<file path="config.mk">
export PLATFORM = sky130hd
export DESIGN_NAME = s_decoder_serial
export DESIGN_NICKNAME = d
export VERILOG_FILES = /design/src/rtl/s_decoder_serial.sv
export SDC_FILE = /design/constraint.sdc
export NUM_CORES = 1
export LEC_CHECK = 0
export ABC_AREA = 1
export CORE_MARGIN = 5
export CORE_UTILIZATION = 50
export CTS_CLUSTER_SIZE = 12
export DETAILED_ROUTE_END_ITERATION = 8
export MAX_ROUTING_LAYER = met4
export PLACE_DENSITY_LB_ADDON = 0.05
export SYNTH_ARGS = -nofsm -noshare
export SYNTH_HDL_FRONTEND = slang
export SYNTH_SLANG_ARGS = --single-unit
</file>
<file path="constraint.sdc">
create_clock -name clk -period 1.7 [get_ports clk]
set_input_delay 0.17 -clock clk [delete_from_list [all_inputs] [get_ports clk]]
set_output_delay 0.17 -clock clk [all_outputs]
set_load 0.005 [all_outputs]
</file>
<file path="src/rtl/s_decoder_serial.sv">
// s_decoder_serial
// Serial receiver for the 5-bit S code (x<8 -> S=x+3, x>=8 -> S=x+14).
// It shifts in one bit per accepted cycle and decodes each completed word back to x.
// The result is held in a one-entry valid/ready output register.
// Illegal words are flagged and counted in a saturating counter.
module s_decoder_serial #(
  parameter bit MSB_FIRST = 1'b1,
  parameter int ERR_W     = 8
) (
  input  logic             clk,
  input  logic             rst,
  input  logic             frame_clr,
  input  logic             bit_valid,
  input  logic             bit_in,
  output logic             in_ready,
  output logic             x_valid,
  input  logic             x_ready,
  output logic [3:0]       x,
  output logic             x_err,
  output logic [ERR_W-1:0] err_cnt
);

  localparam logic [ERR_W-1:0] ERR_MAX = '1;

  logic [2:0]       cnt_q, cnt_d;
  logic [4:0]       shift_q, shift_d;
  logic             x_valid_q, x_valid_d;
  logic [3:0]       x_q, x_d;
  logic             x_err_q, x_err_d;
  logic [ERR_W-1:0] err_cnt_q, err_cnt_d;

  logic             accept;
  logic             last_bit;
  logic [4:0]       word_next;
  logic [4:0]       diff;
  logic [3:0]       dec_x;
  logic             dec_err;

  // Only the 5th bit of a word needs the output slot, so only it can stall.
  assign in_ready = (cnt_q != 3'd4) | ~x_valid_q | x_ready;
  assign accept   = bit_valid & in_ready & ~frame_clr;
  assign last_bit = accept & (cnt_q == 3'd4);

  // Word as it looks after shifting in the current bit; it is complete when last_bit is set.
  assign word_next = MSB_FIRST ? {shift_q[3:0], bit_in} : {bit_in, shift_q[4:1]};

  // Decode the completed word: two legal windows, everything else is illegal.
  always_comb begin
    diff    = 5'd0;
    dec_err = 1'b1;
    if (word_next >= 5'd3 && word_next <= 5'd10) begin
      diff    = word_next - 5'd3;
      dec_err = 1'b0;
    end else if (word_next >= 5'd22 && word_next <= 5'd29) begin
      diff    = word_next - 5'd14;
      dec_err = 1'b0;
    end
    dec_x = diff[3:0];
  end

  // Next-state: bit counter, shift register, output slot and error counter.
  always_comb begin
    cnt_d     = cnt_q;
    shift_d   = shift_q;
    x_valid_d = x_valid_q;
    x_d       = x_q;
    x_err_d   = x_err_q;
    err_cnt_d = err_cnt_q;

    // A resync drops the partial word and any bit that arrives in the same cycle.
    if (frame_clr) begin
      cnt_d   = 3'd0;
      shift_d = 5'd0;
    end else if (accept) begin
      shift_d = word_next;
      cnt_d   = (cnt_q == 3'd4) ? 3'd0 : cnt_q + 3'd1;
    end

    // A new word takes priority over a drain in the same cycle, so the slot stays full.
    if (last_bit) begin
      x_valid_d = 1'b1;
      x_d       = dec_err ? 4'd0 : dec_x;
      x_err_d   = dec_err;
      if (dec_err && err_cnt_q != ERR_MAX) begin
        err_cnt_d = err_cnt_q + 1'b1;
      end
    end else if (x_valid_q && x_ready) begin
      x_valid_d = 1'b0;
    end
  end

  // State registers; reset clears everything immediately, including any partial word.
  always_ff @(posedge clk or posedge rst) begin
    if (rst) begin
      cnt_q     <= 3'd0;
      shift_q   <= 5'd0;
      x_valid_q <= 1'b0;
      x_q       <= 4'd0;
      x_err_q   <= 1'b0;
      err_cnt_q <= '0;
    end else begin
      cnt_q     <= cnt_d;
      shift_q   <= shift_d;
      x_valid_q <= x_valid_d;
      x_q       <= x_d;
      x_err_q   <= x_err_d;
      err_cnt_q <= err_cnt_d;
    end
  end

  assign x_valid = x_valid_q;
  assign x       = x_q;
  assign x_err   = x_err_q;
  assign err_cnt = err_cnt_q;

endmodule

</file>
==> results.json <==
{
  "std_cell_rows": 18,
  "fmaxAchievable_mhz": 638,
  "first_iter_violations": 48,
  "detailedPlacementHpwl_um": 2210,
  "antenna_cells": 0,
  "netlist-cell-type-count": 26,
  "ys_async_sr_fraction_pct": 100,
  "cts.path.max_buffers": 2,
  "die_outline_area_um2": 3840,
  "rsz0062_at_grt": "no",
  "synth.ff_latch_count": 21,
  "core-area_um2": 2520,
  "synth_most_common_cell": "sky130_fd_sc_hd__nand2_1",
  "top_sig_layer": "met4",
  "worst_slew_margin_rel_pct": 82.2,
  "viasPerCell": 5.24,
  "synth.top_cells.by_area": "sky130_fd_sc_hd__dfrtp_1 (39%), sky130_fd_sc_hd__nand2_1 (16%), sky130_fd_sc_hd__ha_1 (9.3%), sky130_fd_sc_hd__nand3_1 (4.8%), sky130_fd_sc_hd__inv_1 (4.5%)",
  "detail_route.drc_violations": 0,
  "clk_pin_slew_worst_paths_ns": 0.12,
  "fin_skew_ns": 0.00479,
  "cts-htree-levels": 1,
  "grt_use_total_pct": 18.8,
  "die_y_um": 61.9,
  "final_worst_setup_slack_ns": 0.133,
  "holdCritPathClass": "register to register",
  "clk_latency_ns": 0.30,
  "netlist_top_cells_count": "sky130_fd_sc_hd__nand2_1 (59), sky130_fd_sc_hd__dfrtp_1 (21), sky130_fd_sc_hd__inv_1 (16)",
  "detail-route-antenna-nets": 0,
  "netlist.top_cell.by_area": "sky130_fd_sc_hd__dfrtp_1",
  "timing_worst_setup_path_type": "register to output pin",
  "nFillCells": 218,
  "leakage_power_nw": 0.856,
  "routedWlPerCell_um": 13.0,
  "cellPowerDensity_nw_per_um2": 597,
  "first_global_vias": 1209,
  "synth.top_cell.area_share_pct": 39.0,
  "grt_start_max_net_pins": 21,
  "wl_met3_um": 87,
  "routability_driven_placement_congestion_ratio": 0.834,
  "timing.critical_path.arrival_ns": 1.40,
  "cp.required_ns": 1.53,
  "crit_path_start_kind": "register",
  "dr_wl_met2_um": 1370,
  "report.final.slew_viol_count": 0,
  "timing.critical_path.fanout_max": 3,
  "number_of_top_level_pins": 21,
  "clkSinkCount": 21,
  "grt_first_pass_wirelength_um": 5200,
  "route.layer.met1.wl_um": 1480,
  "end_kind": "output pin",
  "antenna_found_initial": 0,
  "number_of_failing_setup_endpoints_in_the_final_timing_report": 0,
  "post_synth_instance_area_um2": 1350,
  "dp_worst_setup_slack_ns": -0.0611,
  "die_width_um": 61.9,
  "max_slew.worst_pin.slew_ns": 0.268,
  "vias": 1200,
  "final_layout_size_suffix_gt1_share_pct": 17.1,
  "synth-main-ff-cell": "sky130_fd_sc_hd__dfrtp_1",
  "syn_to_final_growth_pct": 26.9,
  "final_hold_viol_count": 0,
  "tns_ns": 0,
  "cts_made_buffers": 3,
  "design.final.nets": 216,
  "synth_seq_area_share_pct": 39.0,
  "clock-root-buffer": "sky130_fd_sc_hd__clkbuf_4",
  "vdd.ir_drop.worst_uv": 445,
  "status": "finished, final reports clean",
  "maxCapViolations": 0,
  "synth-edff-count": 0,
  "detail_route.first_pass.iterations": 4,
  "layout_min_cycle_time_ns": 1.57,
  "route.final.wire_length_um": 2970,
  "synthesis.yosys.warnings": 0,
  "globalRoute.totalOverflow": 0,
  "synthesis.instances": 165,
  "cts_tree": "built",
  "min_period_over_period_pct": 92.2,
  "syn-mean-instance-area_um2": 8.17,
  "initial_utilization_pct": 53.5,
  "placement.io_buffers": 20,
  "postSynthNetCount": 181
}
-- flip-flops by register name (all words and copies together) (netlist names) --
register / count
x_err: 1
x: 4
shift_q: 4
cnt_q: 3
err_cnt: 8
x_valid: 1
-- where the power goes --
part	total (mW)	switching, mW	leakage, nW	internal, mW
combinational	0.216	0.103	0.556	0.113
sequential	0.565	0.0290	0.285	0.536
clock	0.241	0.150	0.0150	0.0914
total	1.02	0.281	0.856	0.741
-- stage by stage --
step	total power [mW]	instance area, µm²	hold slack (ns)	util [%]	cells
6_report	1.02	1710	0.491	67.9	229
5_1_grt	1.10	1710	0.552	67.9	229
4_1_cts	1.03	1690	0.497	67.2	228
3_5_place_dp	0.780	1650	0.325	65.5	222
3_3_place_gp	0.773	1650	0.325	65.5	222
2_1_floorplan	0.671	1350	0.147	-	165
-- layout make-up --
type / instances / area, µm² / area share (%)
multi-input cells: 124 / 753 / 44.0
well taps: 30 / 37.5 / 2.19
inverters: 20 / 76.3 / 4.46
flip-flops and latches: 21 / 528 / 30.8
repair buffers: 30 / 290 / 17.0
clock buffers: 4 / 26.3 / 1.54
-- worst max-delay path, cell delays in order (launching register included) --
cell,delay [ns]
sky130_fd_sc_hd__dfrtp_1,0.41
sky130_fd_sc_hd__inv_2,0.07
sky130_fd_sc_hd__ha_1,0.13
sky130_fd_sc_hd__nand2_1,0.08
sky130_fd_sc_hd__inv_2,0.10
sky130_fd_sc_hd__nand3_2,0.09
sky130_fd_sc_hd__clkdlybuf4s15_1,0.21
-- cells in the final DEF, fill, tap and decap left out, drive strengths merged --
master / count
a21oi: 2
buf: 9
clkbuf: 4
clkdlybuf4s15: 1
clkdlybuf4s50: 19
clkinv: 1
dfrtp: 21
dlygate4sd3: 1
ha: 10
inv: 19
nand2: 60
nand3: 16
nand3b: 1
nand4: 10
nor2: 9
o21ai: 3
o22ai: 5
o31ai: 1
or2: 1
xnor2: 3
xor2: 3
-- kinds of logic after synthesis --
kind of cell,Yosys count,share of synthesized area [%]
flip-flops,21,39.0
buffers and inverters,21,6.22
AND/OR/NAND/NOR,96,36.1
adder cells (fa/ha/maj),10,9.28
XOR/XNOR,6,3.90
AO/OA/AOI/OAI,11,5.57
-- final timing paths --
kind	startpoint	to	slack (ns)	cells past startpoint
min	x[3]	x[3]	0.49	2
max reg2reg	shift_q[1]	err_cnt[6]	0.17	9
max	cnt_q[0]	in_ready	0.13	6
min reg2reg	x[3]	x[3]	0.49	2
max in group asynchronous	rst	shift_q[1]	0.66	4
min in group asynchronous	rst	err_cnt[0]	0.58	3
-- routing by layer --
metal	vias to the layer above	GRT usage, %
met4	0	7.27
met1	567	25.0
met5	-	-
li1	612	-
met3	2	2.48
met2	19	29.0
-- repair_timing --
action,CTS,global route
buffers inserted,1,0
gates resized for setup,1,8
hold buffers,1,0
pin swaps,0,1
hold endpoints to repair,1,0
endpoints found under the setup margin,1,12
cloned,0,1
Power figures use the tool's default switching activity.
